==> src/rtl/alu_mdu_seq.sv <==
// ============================================================================
// alu_mdu_seq : integer ALU plus iterative multiply/divide (divider built only
//               when ALU_MDU_DIV_EN is defined)          Revision: 1.0
// ============================================================================
`default_nettype none
`timescale 1ns/1ps

module alu_mdu_seq #(
  parameter int XLEN = 32,
  parameter int SHW  = $clog2(XLEN)
) (
  input  logic            clk,
  input  logic            rst,
  input  logic            in_valid,
  output logic            in_ready,
  input  logic [4:0]      op_sel,
  input  logic [XLEN-1:0] operand_a,
  input  logic [XLEN-1:0] operand_b,
  output logic            out_valid,
  input  logic            out_ready,
  output logic [XLEN-1:0] result,
  output logic            busy
);

  typedef enum logic [1:0] {
    S_IDLE = 2'd0,
    S_MUL  = 2'd1,
    S_DIV  = 2'd2,
    S_DONE = 2'd3
  } state_t;

  state_t          r_state,  w_state_nxt;
  logic [XLEN-1:0] r_result, w_result_nxt;
  logic [XLEN-1:0] r_hi,     w_hi_nxt;
  logic [XLEN-1:0] r_lo,     w_lo_nxt;
  logic [XLEN-1:0] r_opnd,   w_opnd_nxt;
  logic [SHW-1:0]  r_cnt,    w_cnt_nxt;
  logic [1:0]      r_fn,     w_fn_nxt;
  logic            r_negq,   w_negq_nxt;

  function automatic logic [XLEN-1:0] f_base(input logic [3:0] op,
                                             input logic [XLEN-1:0] a,
                                             input logic [XLEN-1:0] b);
    logic [XLEN-1:0] res;
    logic [SHW-1:0]  sh;
    sh = b[SHW-1:0];
    case (op)
      4'b0000: res = a + b;
      4'b0110: res = a - b;
      4'b0001: res = a & b;
      4'b0010: res = a | b;
      4'b1011: res = a ^ b;
      4'b0100: res = a << sh;
      4'b1010: res = a >> sh;
      4'b1100: res = $signed(a) >>> sh;
      4'b1000: res = {{(XLEN-1){1'b0}}, ($signed(a) < $signed(b))};
      4'b0011: res = {{(XLEN-1){1'b0}}, (a < b)};
      default: res = '0;
    endcase
    return res;
  endfunction

  // Operand signedness: mulh signs both, mulhsu only a; div/rem sign both.
  logic            w_is_mul;
  logic            w_a_sgn, w_b_sgn, w_a_neg, w_b_neg;
  logic [XLEN-1:0] w_a_mag, w_b_mag;

  assign w_is_mul = (op_sel[4:2] == 3'b100);
  assign w_a_sgn  = w_is_mul ? (op_sel[1:0] == 2'b01 || op_sel[1:0] == 2'b10) : ~op_sel[0];
  assign w_b_sgn  = w_is_mul ? (op_sel[1:0] == 2'b01) : ~op_sel[0];
  assign w_a_neg  = w_a_sgn & operand_a[XLEN-1];
  assign w_b_neg  = w_b_sgn & operand_b[XLEN-1];
  assign w_a_mag  = w_a_neg ? -operand_a : operand_a;
  assign w_b_mag  = w_b_neg ? -operand_b : operand_b;

  logic [XLEN:0]     w_madd;
  logic [2*XLEN-1:0] w_mprod, w_mprod_s;

  assign w_madd    = {1'b0, r_hi} + {1'b0, (r_lo[0] ? r_opnd : {XLEN{1'b0}})};
  assign w_mprod   = {w_madd, r_lo[XLEN-1:1]};
  assign w_mprod_s = r_negq ? -w_mprod : w_mprod;

`ifdef ALU_MDU_DIV_EN
  logic            r_nega, w_nega_nxt;
  logic            w_is_div, w_ovf, w_dge;
  logic [XLEN:0]   w_dshift;
  logic [XLEN-1:0] w_ddiff, w_dhi, w_dlo, w_dq, w_dr;

  assign w_is_div = (op_sel[4:2] == 3'b101);
  assign w_ovf    = ~op_sel[0] && (operand_b == {XLEN{1'b1}}) &&
                    (operand_a == {1'b1, {(XLEN-1){1'b0}}});
  // Restoring step: partial remainder and quotient shift left together.
  assign w_dshift = {r_hi, r_lo[XLEN-1]};
  assign w_dge    = (w_dshift >= {1'b0, r_opnd});
  assign w_ddiff  = w_dshift[XLEN-1:0] - r_opnd;
  assign w_dhi    = w_dge ? w_ddiff : w_dshift[XLEN-1:0];
  assign w_dlo    = {r_lo[XLEN-2:0], w_dge};
  assign w_dq     = r_negq ? -w_dlo : w_dlo;
  assign w_dr     = r_nega ? -w_dhi : w_dhi;
`endif

  always_comb begin
    w_state_nxt  = r_state;
    w_result_nxt = r_result;
    w_hi_nxt     = r_hi;
    w_lo_nxt     = r_lo;
    w_opnd_nxt   = r_opnd;
    w_cnt_nxt    = r_cnt;
    w_fn_nxt     = r_fn;
    w_negq_nxt   = r_negq;
`ifdef ALU_MDU_DIV_EN
    w_nega_nxt   = r_nega;
`endif
    case (r_state)
      S_IDLE: begin
        if (in_valid) begin
          w_fn_nxt   = op_sel[1:0];
          w_negq_nxt = w_a_neg ^ w_b_neg;
          w_hi_nxt   = '0;
          w_lo_nxt   = w_a_mag;
          w_opnd_nxt = w_b_mag;
          w_cnt_nxt  = SHW'(XLEN-1);
          if (w_is_mul) begin
            w_state_nxt = S_MUL;
          end
`ifdef ALU_MDU_DIV_EN
          else if (w_is_div) begin
            w_nega_nxt = w_a_neg;
            if (operand_b == '0) begin
              w_result_nxt = op_sel[1] ? operand_a : {XLEN{1'b1}};
              w_state_nxt  = S_DONE;
            end else if (w_ovf) begin
              w_result_nxt = op_sel[1] ? {XLEN{1'b0}} : operand_a;
              w_state_nxt  = S_DONE;
            end else begin
              w_state_nxt  = S_DIV;
            end
          end
`endif
          else begin
            w_result_nxt = op_sel[4] ? {XLEN{1'b0}} : f_base(op_sel[3:0], operand_a, operand_b);
            w_state_nxt  = S_DONE;
          end
        end
      end
      S_MUL: begin
        w_hi_nxt  = w_mprod[2*XLEN-1:XLEN];
        w_lo_nxt  = w_mprod[XLEN-1:0];
        w_cnt_nxt = r_cnt - SHW'(1);
        if (r_cnt == '0) begin
          w_result_nxt = (r_fn == 2'b00) ? w_mprod_s[XLEN-1:0] : w_mprod_s[2*XLEN-1:XLEN];
          w_state_nxt  = S_DONE;
        end
      end
`ifdef ALU_MDU_DIV_EN
      S_DIV: begin
        w_hi_nxt  = w_dhi;
        w_lo_nxt  = w_dlo;
        w_cnt_nxt = r_cnt - SHW'(1);
        if (r_cnt == '0) begin
          w_result_nxt = r_fn[1] ? w_dr : w_dq;
          w_state_nxt  = S_DONE;
        end
      end
`endif
      S_DONE: begin
        if (out_ready) begin
          w_state_nxt = S_IDLE;
        end
      end
      default: w_state_nxt = S_IDLE;
    endcase
  end

  always_ff @(posedge clk or posedge rst) begin
    if (rst) begin
      r_state  <= S_IDLE;
      r_result <= '0;
      r_hi     <= '0;
      r_lo     <= '0;
      r_opnd   <= '0;
      r_cnt    <= '0;
      r_fn     <= '0;
      r_negq   <= 1'b0;
`ifdef ALU_MDU_DIV_EN
      r_nega   <= 1'b0;
`endif
    end else begin
      r_state  <= w_state_nxt;
      r_result <= w_result_nxt;
      r_hi     <= w_hi_nxt;
      r_lo     <= w_lo_nxt;
      r_opnd   <= w_opnd_nxt;
      r_cnt    <= w_cnt_nxt;
      r_fn     <= w_fn_nxt;
      r_negq   <= w_negq_nxt;
`ifdef ALU_MDU_DIV_EN
      r_nega   <= w_nega_nxt;
`endif
    end
  end

  assign in_ready  = (r_state == S_IDLE);
  assign out_valid = (r_state == S_DONE);
  assign busy      = (r_state == S_MUL) || (r_state == S_DIV);
  assign result    = r_result;

endmodule

`default_nettype wire
==> config.mk <==
export PLATFORM = sky130hd
export DESIGN_NAME = alu_mdu_seq
export DESIGN_NICKNAME = d
export VERILOG_FILES = /design/src/rtl/alu_mdu_seq.sv
export SDC_FILE = /design/constraint.sdc
export NUM_CORES = 1
export LEC_CHECK = 0
export CAP_MARGIN = 5
export CORE_MARGIN = 5
export CORE_UTILIZATION = 28
export CTS_BUF_LIST = sky130_fd_sc_hd__clkbuf_8
export DETAILED_ROUTE_END_ITERATION = 16
export SETUP_SLACK_MARGIN = 0.2
export SKIP_LAST_GASP = 1
export SLEW_MARGIN = 0
export SYNTH_ARGS = -nofsm -noshare
export SYNTH_HDL_FRONTEND = slang
export SYNTH_SLANG_ARGS = --single-unit
==> constraint.sdc <==
create_clock -name clk -period 9.4 [get_ports clk]
set_input_delay 1.41 -clock clk [delete_from_list [all_inputs] [get_ports clk]]
set_output_delay 1.41 -clock clk [all_outputs]
set_load 0.05 [all_outputs]
# --- Word-level counts from Yosys, hierarchy flattened ---
# Cells that the tools add are included.
word_totals:
  in_bits: 73
  ff_bits: 138
classes:
  bitwise_logic: 7
  n_mux: 24
  n_eq_ne: 19
  reduce_logical: 11
  magnitude_cmp: 2
  n_addsub: 7
  shifts: 3
ops:
  columns: ["operator", "count"]
  rows:
  - ["32-bit two-way mux", 10]
  - ["32-bit one-hot mux with 10 select lines", 1]
  - ["32-bit one-hot mux with 2 select lines", 3]
  - ["32-bit < comparator", 2]
  - ["64-bit two-way mux", 1]
  - ["32-bit negation", 2]
  - ["64-bit negation", 1]
  - ["32-bit by 32-bit adder with 33-bit output", 1]
  - ["32-bit adder", 1]
  - ["32-bit AND", 1]
  - ["32-bit bitwise OR", 1]
  - ["32-bit by 5-bit << shifter with 32-bit output", 1]
  - ["32-bit by 5-bit >> shifter with 32-bit output", 1]
  - ["32-bit by 5-bit >>> shifter with 32-bit output", 1]
  - ["32-bit subtractor", 1]
  - ["32-bit bitwise XOR", 1]
  - ["4-bit == test, second input constant", 4]
  - ["5-bit one-hot mux with 2 select lines", 1]
  - ["4-bit by 2-bit == test with 1-bit output, second input constant", 2]
  - ["4-bit by 3-bit == test with 1-bit output, second input constant", 2]
  - ["2-bit two-way mux", 4]
  - ["2-bit == test, second input constant", 3]
  - ["2-bit != test, second input constant", 3]
  - ["2-bit one-hot mux with 3 select lines", 1]
  - ["18 further kinds", 24]

# --- Depth between registers and ports, before layout ---
# Gate-level depths: netlist (run 1).
logic_depth:
  ltp_word: 7
  ltp_mapped: 17
  mapped_depth_nobuf: 15

# --- Worst setup path before layout (run 1) ---
# No wires, ideal clock.
synth_timing:
  path_type: "input-to-reg"
  startpoint: "input port operand_b[2]"
  endpoint: "register r_result[30] (netlist: result[30])"
  slack_ns: 3.437
  t_arrival_ns: 5.822
  stages: 17
  path_cell_list: "clkbuf_1 inv_1 buf_1 clkbuf_1 clkbuf_1 ha_1 nor2b_1 o2111ai_1 a311o_1 a211oi_1 o41ai_1 a2111oi_0 o22ai_1 o311ai_0 nand2_1 a222oi_1 o211ai_1"
synth_between:
  elab_chain_cells: 6
  word_cells_on_any_way: 10
  classes_between: "add/sub (2); shift (3); mux (5)"
synth_lines:
  columns: ["item", "line_no", "rtl"]
  rows:
  - ["start: declaration", "18", "input logic [XLEN-1:0] operand_b,"]
  - ["32-bit subtractor, or another cell as far along", "49", "4'b0110: res = a - b;"]
  - ["32-bit one-hot mux with 10 select lines *", "47", "case (op)"]
  - ["32-bit two-way mux *", "141", "w_result_nxt = op_sel[4] ? {XLEN{1'b0}} : f_base(op_sel[3:0], operand_a, operand_b);"]
  - ["32-bit two-way mux *", "123", "if (w_is_mul) begin"]
  - ["32-bit two-way mux *", "116", "if (in_valid) begin"]
  - ["32-bit one-hot mux with 2 select lines *", "114", "case (r_state)"]
  - ["end signal: assignment", "190", "r_result <= w_result_nxt;"]
  - ["end: declaration", "33", "logic [XLEN-1:0] r_result, w_result_nxt;"]
# Every way passes the cells marked *; elsewhere a longest branch is shown, timed or not. The select of a mux whose other input is x is not followed.
# A chain may end at the register's enable or synchronous reset.

# --- Worst setup path after layout (run 1) ---
layout_timing:
  startpoint: "input port operand_b[16]"
  endpoint: "register r_result[30] (netlist: result[30])"
layout_between:
  elab_chain_cells: 6
  word_cells_on_any_way: 7
  classes_between: "add/sub (2); mux (5)"
layout_lines:
  columns: ["item", "line_no"]
  rows:
  - ["32-bit subtractor / 32-bit adder (equally long branches)", "49, 48"]
  - ["32-bit one-hot mux with 10 select lines *", "47"]
  - ["32-bit two-way mux *", "141"]
  - ["32-bit two-way mux *", "123"]
  - ["32-bit two-way mux *", "116"]
  - ["32-bit one-hot mux with 2 select lines *", "114"]
# Marked as above.

==> results.txt, run 1 <==
Relative slew margins: 0.2023
Post-synth EDFFs: 0
Worst vdd ir: 269.4 uV
Post-route setup TNS: 0 ps
Clk pwr share: 0.105
Async set or reset register ratio after synthesis: 1.000
CP arrival: 6810 ps
Max frequency: 155.3 MHz
Row count: 95
Largest area contributor in the netlist: dfrtp_1
Crit end category: flop
Post-CTS Resized: 0
First-pass GRT wire length: 121000 um
Slowest cell on crit path: clkdlybuf4s50_1
Vias in the first global route: 18690
CP Data Required Time: 9770 ps
Syn Area/Cell: 7.495 um^2
Max cap viols: 0
Top Ports: 108
Most frequent cells in the layout: o21ai_0, nor2_1, nand2_1, a21oi_1, ha_1
CTS Hold Bufs: 0
# DRC: 0
Cell Area, Placed: 20700 um^2
Gr usage total: 0.2120
CTS Buffer Depth: 2
Worst Hold Class: reg2reg
Tcrit/Tclk final: 0.6849
Antenna viol nets, final: 0
Nets: 2721
Die Area: 72970 um^2
Post-synth cell types: 86
Htree depth: 4
Core ar.: 67160 um^2
Die X-Extent: 270.1 um
Initial antenna violation count: 4
Post-route clock skew: 22.18 ps
Clock buffer count from CTS: 17
Crit start category: input port
IO Port Bufs: 107
Pin count of the biggest net entering global routing: 98
Post-DP HPWL: 62630 um
Status: finished, final reports clean
Switch Pwr: 2.494 mW
Synth top area share: 0.1823
Minimum clock period after layout: 6438 ps
GP Congestion: 0.9867
DR pass1 iterations: 6
Cell Int Power: 2.106 mW
Vias: 20020
Slew Viols, Final: 0
Mapped Nets: 2745
CP cell instances: clkdlybuf4s50_1 -> inv_1 -> ha_1 -> or4_1 -> nor4b_1 -> nand2_1 -> a211oi_1 -> o41ai_1 -> a2111oi_0 -> o22ai_1 -> o311ai_0 -> nand2_1 -> a222oi_1 -> o211ai_1
Power per cell area: 218.2 nW/um^2
Syn Inst Count: 2528
Commonest register cell after synthesis: dfrtp_1
Mapped Area: 18950 um^2
GRT overflow: 0
Final Hold Fails: 0
Sequential share of the synthesized area: 0.1823
Clock slew at reported path FFs: 100 ps
Clk root buf: clkbuf_8
Layout fillers: 7283
Routed vias/inst: 5.901
TritonCTS clock tree: yes
Part of the power in registers: 0.233
Clock sinks: 138
Cells taking the most area after synthesis: dfrtp_1, ha_1, mux4_2, o21ai_0, a21oi_1
Clock latency on the worst-skew pair: 490 ps
CP Class: in2reg
Drt total wl: 80920 um
Design area: 21080 um^2
Comb pwr share: 0.663
Seq cells post-synth: 138
Switch share: 0.5422
Final setup viols: 0
Critical path's most frequent cell: nand2_1
Leakage power: 8.486 nW
Initial Util: 0.2821
Yosys warns: 0
Area delta synth->final: 11.27%
Share of cells above drive strength 1: 0.07072
RSZ-0062 raised after global routing: no
Crit path max fanout: 13
Least-Margin Pin Slew: 1197 ps
Initial DRC Count: 2588
Wirelength per Cell: 23.86 um
Commonest non-fill, non-tap cell in the layout: o21ai_0
CP max stage delay: 750 ps
Die Ht: 270.1 um
Post-CTS Setup Inserts: 0
[path summary, 6_finish.rpt]
check                                       start                endpoint  slack (ps)  depth (start not counted)
max reg2reg                   r_lo[0]$_DFFE_PP0P_  result[31]$_DFFE_PP0P_        4050                         14
max                                 operand_b[16]  result[30]$_DFFE_PP0P_        2960                         14
max in group asynchronous                     rst    r_hi[29]$_DFFE_PP0P_        6660                          3
min in group asynchronous                     rst   r_opnd[9]$_DFFE_PP0P_        1450                          2
min                        r_opnd[20]$_DFFE_PP0P_  r_opnd[20]$_DFFE_PP0P_         480                          2
min reg2reg                r_opnd[20]$_DFFE_PP0P_  r_opnd[20]$_DFFE_PP0P_         480                          2
[cell usage after synthesis (all sizes together) (31+ instances only)]
library cell / instances
xor2: 32
a21oi: 207
o211ai: 31
xnor2: 107
nand2: 249
clkbuf: 164
nand3: 36
nor3: 66
dfrtp: 138
mux4: 63
and2: 48
o31ai: 41
mux2i: 31
o21ai: 263
nor2: 260
inv: 125
a31oi: 37
ha: 141
[power by group through the flow]
stage | clock (mW) | sequential (mW) | combinational (mW)
detailed placement | 0 | 1.08 | 3.00
CTS | 0.488 | 1.07 | 3.02
finish | 0.481 | 1.07 | 3.05
global route | 0.513 | 1.10 | 3.32
global placement | 0 | 1.08 | 2.99
floorplan | 0 | 1.17 | 1.98
[per-layer routing]
metal  up-vias  part of all wire  global-route usage
met5         -           0.00048                   0
met3       177             0.083             0.03580
met1      9691              0.42              0.2877
met4         6             0.039             0.07235
met2       917              0.45              0.3427
li1       9224                 -                   -
[sequential cells by signal, indices dropped and copies added (netlist names)]
| name | cells |
|---|---|
| r_cnt | 5 |
| result | 32 |
| r_lo | 32 |
| r_hi | 32 |
| r_opnd | 32 |
| r_fn | 2 |
| r_state | 2 |
| r_negq | 1 |
[stage by stage]
step	hold WS, ps	total power [mW]	setup slack, ps	utilization	instances
6_report	476.8	4.599	2962	0.3139	3392
3_5_place_dp	461.7	4.083	2671	0.3083	3358
5_1_grt	505.5	4.933	2795	0.3139	3390
3_3_place_gp	455.0	4.064	2752	0.3083	3358
4_1_cts	481.1	4.574	3205	0.3139	3390
2_1_floorplan	440.2	3.146	3438	-	2528
[area by class of cell]
cell class              instances  area [um^2]  share of cell area
multi-input cells            2076        14350              0.6805
inverters                     127        481.7             0.02285
repair buffers                144         1329             0.06303
clock inverters                14        126.4            0.005994
flip-flops and latches        138         3455              0.1639
well taps                     873         1092             0.05181
diodes                          2        5.005           0.0002374
clock buffers                  18        247.7             0.01175
[worst max-delay path: cells and delay by family]
family	cells	cell delay (ps)
adder cells (fa/ha/maj)	1	490
buffers and inverters	2	930
AO/OA/AOI/OAI	7	2580
AND/OR/NAND/NOR	4	1390
[cells by family after synthesis]
kind of cell / after synthesis / share of synthesized area
AO/OA/AOI/OAI: 885 / 0.3014
AND/OR/NAND/NOR: 811 / 0.2001
buffers and inverters: 314 / 0.06267
adder cells (fa/ha/maj): 144 / 0.09628
XOR/XNOR: 139 / 0.06425
flip-flops: 138 / 0.1823
multiplexers: 97 / 0.09305
No activity file was read; power rests on OpenSTA's default activity.
==> run 2: changes to the inputs <==
==> constraint.sdc (replaced) <==
create_clock -name clk -period 5.81 [get_ports clk]
set_input_delay 0.8715 -clock clk [delete_from_list [all_inputs] [get_ports clk]]
set_output_delay 0.8715 -clock clk [all_outputs]
set_load 0.05 [all_outputs]
==> run 2 against run 1 <==
Clock power grew 85%. Hold slack lost 1.6 ps. Final area grew 2.2%.
==> results.txt, run 2 (synthesis gave the netlist of run 1 again) <==
Commonest non-fill, non-tap cell in the layout: o21ai_0
GRT overflow: 0 (unchanged)
Clock sinks: 138 (unchanged)
Post-route clock skew: 14.55 ps (-7.630 ps)
Area of the multi-input gates: 14350 um^2 (about the same)
CP arrival: 5410 ps (-1400 ps)
Initial Util: 0.2821 (unchanged)
Post-CTS Setup Inserts: 0 (unchanged)
First-pass GRT wire length: 123600 um (+2.1%)
Pre-CTS setup slack: 392.8 ps (-2278 ps)
Row count: 95 (unchanged)
Worst Hold Class: reg2reg
GP Congestion: 1.026 (+4.0%)
Vias: 20230 (+1.1%)
CTS Buffer Depth: 2 (unchanged)
Minimum clock period after layout: 4972 ps
Crit path max fanout: 30 (+17)
Hold path endpoint: r_opnd[10]$_DFFE_PP0P_
Clock latency on the worst-skew pair: 490 ps (about the same)
Drt total wl: 82290 um (+1.7%)
Slew Viols, Final: 0 (unchanged)
Area delta synth->final: 13.72%
Vias in the first global route: 19110 (+2.3%)
Final core utilization: 0.3208 (+0.006894)
DR pass1 iterations: 8 (+2)
Leakage power: 8.777 nW (+3.4%)
Post-CTS Resized: 0 (unchanged)
Max cap viols: 0 (unchanged)
CP Class: reg2reg
Die Area: 72970 um^2 (unchanged)
TritonCTS clock tree: yes
Final Hold Fails: 0 (unchanged)
Relative slew margins: 0.3569 (+0.1546)
Htree depth: 4 (unchanged)
Reg2reg start: r_lo[0]$_DFFE_PP0P_
Die Ht: 270.1 um (unchanged)
CTS Hold Bufs: 0 (unchanged)
Core ar.: 67160 um^2 (unchanged)
Post-route setup TNS: 0 ps (unchanged)
Initial DRC Count: 2207 (-15%)
Worst vdd ir: 197.8 uV (-27%)
IO Port Bufs: 107 (unchanged)
Hold path startpoint: r_opnd[10]$_DFFE_PP0P_
Status: finished, final reports clean
Clock buffer count from CTS: 17 (unchanged)
# DRC: 0 (unchanged)
Die X-Extent: 270.1 um (unchanged)
RSZ-0062 raised after global routing: no
Layout fillers: 7185 (-1.3%)
Max frequency: 201.1 MHz
Post-DP HPWL: 64760 um (+3.4%)
Nets: 2772 (+1.9%)
Routed vias/inst: 5.878 (-0.38%)
FF-to-FF path depth: 15 (+1)
CP Data Required Time: 6240 ps (-3530 ps)
Final setup viols: 0 (unchanged)
WHS: 475.2 ps (-1.619 ps)
Antenna viol nets, final: 0 (unchanged)
# diodes: 0 (-2)
Worst R2R End: result[31]$_DFFE_PP0P_
Power per cell area: 354.2 nW/um^2 (+62%)
Clock slew at reported path FFs: 90 ps (about the same)
Tcrit/Tclk final: 0.8557
Final setup margin: 838.3 ps (-2123 ps)
Hold path depth: 2 (unchanged)
Wirelength per Cell: 23.91 um (+0.24%)
Crit start category: flop
Least-Margin Pin Slew: 964.7 ps (-231.9 ps)
Gr usage total: 0.2165 (+0.004443)
Sequential cell area: 3455 um^2 (unchanged)
Most frequent cells in the layout: o21ai_0, nor2_1, nand2_1, a21oi_1, ha_1
Clk root buf: clkbuf_8
Initial antenna violation count: 1 (-3)
Pin count of the biggest net entering global routing: 95 (-3.1%)
Crit end category: flop
Top Ports: 108 (unchanged)
Reg-to-reg slack, setup: 840 ps (-3210 ps)
Share of cells above drive strength 1: 0.08879 (+0.01807)
[run 2: cell types whose count changed in the layout (fill, tap and decap cells not counted), moves of 2 or more]
cell,change
buf_4,+49
bufinv_16,+3
buf_12,+2
clkinvlp_4,-2
diode_2,-2
[run 2: worst max-delay path, stage by stage (launching register included)]
cell and delay [ps]:
dfrtp_1 400, buf_4 240, and2_1 210, ha_1 460
nand4_1 130, a2111oi_0 650, buf_4 250, nand2_1 150
a31oi_1 340, xor2_1 200, a211o_1 350, nand3b_1 330
nor3_2 390, a311oi_1 150, a211oi_1 450, a221o_1 180
[run 2: cell type report]
cell class / instances / area share
clock inverters: 15 / 0.009350
flip-flops and latches: 138 / 0.1603
inverters: 127 / 0.02236
multi-input cells: 2076 / 0.6658
well taps: 873 / 0.05070
clock buffers: 17 / 0.01086
repair buffers: 195 / 0.08060
[run 2: routing by layer]
metal  wire, um  GRT usage
met4       2914    0.06801
met1      35300     0.3008
met2      37010     0.3448
met3       7064    0.03562
met5          0          0
[run 2: how the worst max path moves through the flow]
stage | cells after the start | slack (ps) | startpoint | endpoint
global placement | 17 | 410 | operand_b[16] | result[30]$_DFFE_PP0P_
global route | 15 | 540 | r_lo[0]$_DFFE_PP0P_ | result[31]$_DFFE_PP0P_
floorplan | 17 | 390 | operand_b[2] | result[30]$_DFFE_PP0P_
finish | 15 | 840 | r_lo[0]$_DFFE_PP0P_ | result[31]$_DFFE_PP0P_
CTS | 15 | 900 | r_lo[0]$_DFFE_PP0P_ | result[31]$_DFFE_PP0P_
detailed placement | 17 | 390 | operand_b[16] | result[30]$_DFFE_PP0P_
[run 2: power by group]
group          internal, mW  switching, mW
logic                  1.77           3.21
clock network         0.468          0.423
registers              1.35          0.420
[run 2: per-stage QoR]
stage	area (um^2)	instances	power (mW)
3_5_place_dp	21110	3409	6.679
5_1_grt	21550	3441	8.204
6_report	21550	3441	7.631
3_3_place_gp	21110	3409	6.649
2_1_floorplan	18950	2528	5.089
4_1_cts	21550	3441	7.594
